[config.mk]
export PLATFORM = sky130hd
export DESIGN_NAME = pulse_stretcher_multi_flat
export DESIGN_NICKNAME = d
export VERILOG_FILES = /design/src/rtl/pulse_stretcher_multi_pkg.sv /design/src/rtl/pulse_stretcher_multi_if.sv /design/src/rtl/pulse_stretcher_multi_stretch_channel.sv /design/src/rtl/pulse_stretcher_multi.sv /design/src/flat_wrapper.sv
export SDC_FILE = /design/constraint.sdc
export NUM_CORES = 1
export LEC_CHECK = 0
export BUFFER_PORTS_ARGS = -buffer_cell sky130_fd_sc_hd__buf_2
export CORE_MARGIN = 2
export CORE_UTILIZATION = 55
export CTS_CLUSTER_DIAMETER = 30
export DETAILED_ROUTE_END_ITERATION = 16
export GPL_ROUTABILITY_DRIVEN = 1
export GPL_TIMING_DRIVEN = 0
export MAX_ROUTING_LAYER = met4
export PLACE_DENSITY = 0.73
export SLEW_MARGIN = 20
export SYNTH_ARGS = -nofsm -noshare
export SYNTH_HDL_FRONTEND = slang
export SYNTH_SLANG_ARGS = --single-unit
[constraint.sdc]
create_clock -name clk -period 4.1 [get_ports clk]
set_input_delay 0.41 -clock clk [delete_from_list [all_inputs] [get_ports clk]]
set_output_delay 0.41 -clock clk [all_outputs]
set_load 0.1 [all_outputs]
[src/rtl/pulse_stretcher_multi_pkg.sv]
// rtl/pulse_stretcher_multi_pkg.sv - shared mode constants for the multi-channel pulse stretcher
package pulse_stretcher_multi_pkg;

    localparam logic MODE_LEAD  = 1'b0;
    localparam logic MODE_TRAIL = 1'b1;

endpackage

[src/rtl/pulse_stretcher_multi_if.sv]
// rtl/pulse_stretcher_multi_if.sv - channel inputs, shared controls and stretched outputs
interface pulse_stretcher_multi_if #(
    parameter int CHANNELS = 4,
    parameter int BITS     = 20
);
    logic [CHANNELS-1:0] in;
    logic [BITS-1:0]     hold;
    logic [CHANNELS-1:0] mode;
    logic                retrigger;
    logic [CHANNELS-1:0] out;
    logic [CHANNELS-1:0] stretching;

    modport master (
        output in, hold, mode, retrigger,
        input  out, stretching
    );

    modport slave (
        input  in, hold, mode, retrigger,
        output out, stretching
    );
endinterface

[src/rtl/pulse_stretcher_multi_stretch_channel.sv]
// rtl/pulse_stretcher_multi_stretch_channel.sv - one channel: edge detect, hold counter, registered output
module stretch_channel
    import pulse_stretcher_multi_pkg::*;
#(
    parameter int BITS = 20
) (
    input  logic            clk,
    input  logic            reset_n,
    input  logic            i_in,
    input  logic [BITS-1:0] i_hold,
    input  logic            i_mode,
    input  logic            i_retrigger,
    output logic            o_out,
    output logic            o_stretching
);
    logic            r_prev_in;
    logic [BITS-1:0] r_cnt;
    logic            r_out;
    logic            r_stretching;

    logic            w_rise;
    logic            w_fall;
    logic            w_cnt_zero;
    logic [BITS-1:0] w_reload;
    logic [BITS-1:0] w_cnt_nxt;
    logic            w_out_nxt;

    assign w_rise     = i_in & ~r_prev_in;
    assign w_fall     = ~i_in & r_prev_in;
    assign w_cnt_zero = (r_cnt == '0);
    // The load cycle itself is the first held cycle, hence hold-1.
    assign w_reload   = (i_hold == '0) ? '0 : (i_hold - BITS'(1));

    always_comb begin
        w_cnt_nxt = r_cnt;
        w_out_nxt = 1'b0;
        if (i_mode == MODE_LEAD) begin
            if (w_rise && (w_cnt_zero || i_retrigger)) begin
                w_out_nxt = 1'b1;
                w_cnt_nxt = w_reload;
            end else if (!w_cnt_zero) begin
                w_out_nxt = 1'b1;
                w_cnt_nxt = r_cnt - BITS'(1);
            end else begin
                w_out_nxt = i_in;
            end
        end else begin
            if (w_fall) begin
                w_out_nxt = (i_hold != '0);
                w_cnt_nxt = w_reload;
            end else if (i_in) begin
                w_out_nxt = 1'b1;
                w_cnt_nxt = '0;
            end else if (!w_cnt_zero) begin
                w_out_nxt = 1'b1;
                w_cnt_nxt = r_cnt - BITS'(1);
            end else begin
                w_out_nxt = 1'b0;
            end
        end
    end

    always_ff @(posedge clk or negedge reset_n) begin
        if (!reset_n) begin
            r_prev_in    <= 1'b0;
            r_cnt        <= '0;
            r_out        <= 1'b0;
            r_stretching <= 1'b0;
        end else begin
            r_prev_in    <= i_in;
            r_cnt        <= w_cnt_nxt;
            r_out        <= w_out_nxt;
            r_stretching <= (w_cnt_nxt != '0);
        end
    end

    assign o_out        = r_out;
    assign o_stretching = r_stretching;
endmodule

[src/rtl/pulse_stretcher_multi.sv]
// rtl/pulse_stretcher_multi.sv - CHANNELS independent stretchers sharing hold and retrigger
module pulse_stretcher_multi
    import pulse_stretcher_multi_pkg::*;
#(
    parameter int CHANNELS = 4,
    parameter int BITS     = 20
) (
    input  logic                    clk,
    input  logic                    reset_n,
    pulse_stretcher_multi_if.slave  bus
);
    logic [CHANNELS-1:0] w_out;
    logic [CHANNELS-1:0] w_stretching;

    for (genvar g = 0; g < CHANNELS; g++) begin : g_ch
        stretch_channel #(
            .BITS(BITS)
        ) u_ch (
            .clk          (clk),
            .reset_n      (reset_n),
            .i_in         (bus.in[g]),
            .i_hold       (bus.hold),
            .i_mode       (bus.mode[g]),
            .i_retrigger  (bus.retrigger),
            .o_out        (w_out[g]),
            .o_stretching (w_stretching[g])
        );
    end

    assign bus.out        = w_out;
    assign bus.stretching = w_stretching;
endmodule

[src/flat_wrapper.sv]
// flat-port wrapper written by rule: the top's interface ports become plain ports
module pulse_stretcher_multi_flat import pulse_stretcher_multi_pkg::*;
#(
    parameter int CHANNELS = 4,
    parameter int BITS     = 20
)
  (clk, reset_n, bus_in, bus_hold, bus_mode, bus_retrigger, bus_out, bus_stretching);
  pulse_stretcher_multi_if #(.CHANNELS(CHANNELS), .BITS(BITS)) bus_i ();
  input  logic clk;
  input  logic reset_n;
  input wire logic [$bits(bus_i.in)-1:0] bus_in;
  input wire logic [$bits(bus_i.hold)-1:0] bus_hold;
  input wire logic [$bits(bus_i.mode)-1:0] bus_mode;
  input wire logic [$bits(bus_i.retrigger)-1:0] bus_retrigger;
  output wire logic [$bits(bus_i.out)-1:0] bus_out;
  output wire logic [$bits(bus_i.stretching)-1:0] bus_stretching;
  assign bus_i.in = bus_in;
  assign bus_i.hold = bus_hold;
  assign bus_i.mode = bus_mode;
  assign bus_i.retrigger = bus_retrigger;
  assign bus_out = bus_i.out;
  assign bus_stretching = bus_i.stretching;
  pulse_stretcher_multi #(.CHANNELS(CHANNELS), .BITS(BITS)) u_core (.clk(clk), .reset_n(reset_n), .bus(bus_i));
endmodule
==> results.cfg <==
[run_status]
outcome = finished, final reports clean

[floorplanning]
num_rows = 40
chipHeight_microns = 114
ios = 39
fp.dieArea_sq_um = 13000
die_w_microns = 114
initial_core_util = 0.560
core-area_sq_um = 11900

[synthesis]
synthArstFlopShare = 1.00
synth_edf_count = 0
syn-num-nets = 824
ys.flop_type = dfrtp_1
synth_area_leaders = dfrtp_1 34%, o22ai_1 7.0%, xnor2_1 5.4%, nand2_1 3.2%, nor2_1 3.2%
synth_top_area_cell = dfrtp_1
yosys_warnings = 0
syn_inst = 783
synth_area_sq_um = 6670
synth_top_area_frac = 0.345
syn_area_per_cell_sq_um = 8.52
ys_ff_latch = 92
ys_seq_area_frac = 0.345
synth_cell_type_count = 78

[grt]
grt_overflow = 0
grt_start_max_net_pins = 57
antenna_found_initial = 0
grt_pass1_vias = 6320
grt_usage = 0.338
grt_pass1_wl_mm = 33.1

[detailed_routing]
routedWlPerCell_microns = 21.1
drt_iter0_drc = 732
postRouteAntennaNets = 0
drc_errors = 0
first_pass_iters = 6
wirelength_mm = 20.7
via_per_inst = 6.78
via_count = 6654

[timing]
setup-violations-final = 0
min_period_ps = 3420
skew_ps = 6.44
finalMaxSlewViolations = 0
hold_viol = 0
fmax_mhz = 292
tightest_slew_ps = 1040
fin_setup_tns_ps = 0
slew_headroom = 0.302
fin_crit_sh = 0.834
rsz0062_at_grt = false

[power]
p_comb_frac = 0.439
peakVddDrop_mv = 0.405
power_density_nw_per_um2 = 568
sw_frac_of_total = 0.429
pwr-share-seq = 0.341
switchingPower_mw = 1.80
pwr-share-clk = 0.220
intPower_mw = 2.40
p_leak_nw = 2.88

[setup_path]
worst_ep_arrival_time_ps = 3620
end_kind = flip-flop
critPathKind = input port to flip-flop
critPathRequiredTime_ps = 4300
start_kind = input port
crit_fanout = 6

[finish]
diodes = 0
fin_nets = 871
layout_common_cells = 92 x dfrtp_1, 75 x o22ai_1, 57 x nor2_1, 57 x nand2_1, 44 x buf_2
mostFrequentLayoutCell = dfrtp_1
stdcell_area_sq_um = 7400
drive_above_1_share = 0.128
synthToLayoutAreaGrowth_pct = 10.9

[clock_tree]
cts_sinks = 92
cts-root-buf = clkbuf_16
htreeDepth = 3
cts_resized = 0
clk_latency_ps = 360
cts_buffers = 9
cts_tree = yes
clk_pin_slew_ps = 70
clk_path_buf_depth = 2

[placement]
gp_congestion = 0.950
dp_hpwl_mm = 14.7
io_buffers = 34
placed_area_sq_um = 7060

[run]
drv_cap = 0

[hold_path]
worstHoldPathType = input port to flip-flop
power groups by stage:
| stage | combinational (mW) | sequential, mW | clock, mW |
|---|---|---|---|
| 6_report | 1.85 | 1.43 | 0.925 |
| 5_1_grt | 2.02 | 1.47 | 0.970 |
| 4_1_cts | 1.80 | 1.42 | 0.939 |
| 3_5_place_dp | 1.79 | 1.44 | 0 |
| 3_3_place_gp | 1.76 | 1.42 | 0 |
| 2_1_floorplan | 1.40 | 1.36 | 0 |
final timing paths:
check | startpoint | endpoint | slack (ps) | cells after the start
setup / recovery | bus_hold[0] | u_core.g_ch[0].u_ch.o_stretching | 680 | 9
hold / removal | bus_in[2] | u_core.g_ch[2].u_ch.r_prev_in | 210 | 1
setup reg to reg | u_core.g_ch[3].u_ch.r_cnt[0] | u_core.g_ch[3].u_ch.o_stretching | 1110 | 10
hold reg to reg | u_core.g_ch[2].u_ch.r_cnt[15] | u_core.g_ch[2].u_ch.r_cnt[15] | 630 | 2
max in group asynchronous | reset_n | u_core.g_ch[2].u_ch.r_cnt[19] | 2970 | 3
min in group asynchronous | reset_n | u_core.g_ch[1].u_ch.o_out | 510 | 2
cells in the mapped netlist, types with 5 or more instances:
master	count
nor4_2	6
o32ai_1	6
or2_2	11
o22ai_1	75
nor2b_1	5
nand2b_1	9
nand2_1	57
clkbuf_1	25
or3_1	10
o41ai_1	5
o21ai_0	30
a211oi_1	6
a21o_1	6
nand3b_1	5
nand3_1	30
a21oi_1	35
and3_1	6
xor2_1	17
buf_4	9
xnor2_1	41
nor4b_1	9
o31ai_1	7
ha_1	10
nor4_1	26
or4_1	7
inv_1	25
nor2_1	57
and2_1	6
nor3_1	34
buf_2	11
dfrtp_1	92
nand4_1	19
mux2i_1	10
per-stage QoR:
step	cells	utilization	total power [mW]	hold slack, ps	setup slack, ps
after detailed placement	965	0.593	3.22	338	227
after CTS	981	0.621	4.16	202	596
after global placement	964	0.590	3.18	564	247
after global routing	981	0.621	4.47	212	534
final	981	0.621	4.20	211	681
after floorplan	783	-	2.76	114	1590
state kept, by name (all words and copies together) (netlist names):
name                           flops
u_core.g_ch.u_ch.r_cnt            80
u_core.g_ch.u_ch.o_stretching      4
u_core.g_ch.u_ch.o_out             4
u_core.g_ch.u_ch.r_prev_in         4
worst max-delay path, cell delays in order:
cell      delay (ps)
buf_2            130
inv_1            100
ha_1             250
nor4b_1          680
nand3_1          230
mux2i_2          750
nand2b_1         170
o41ai_1          750
nand4b_1         150
layout make-up:
cell class,instances,area [sq um]
sequential,92,2300
inverter,25,93.8
clock buffer,10,239
multi-input combinational,620,4050
fill,1056,4510
tap,147,184
clock inverter,5,86.3
timing repair buffer,36,214
buffer,46,228
logic make-up after synthesis:
| group | share of synthesized area |
|---|---|
| compound gates | 0.214 |
| mux | 0.0184 |
| xor+xnor | 0.0761 |
| simple gates | 0.280 |
| fa+ha+maj | 0.0187 |
| buf+inv | 0.0482 |
| flops | 0.345 |
per-layer routing:
metal	wire, microns	global-route usage	vias up
li1	-	-	3072
met1	9220	0.464	3245
met2	9340	0.500	283
met3	1330	0.0429	54
met4	777	0.158	0
met5	0	-	-
what timing repair did:
action,CTS,global route
hold buffers,1,0
hold endpoints to repair,36,0
setup buffers,0,0
Note: power is estimated with default switching activity, not from simulation.
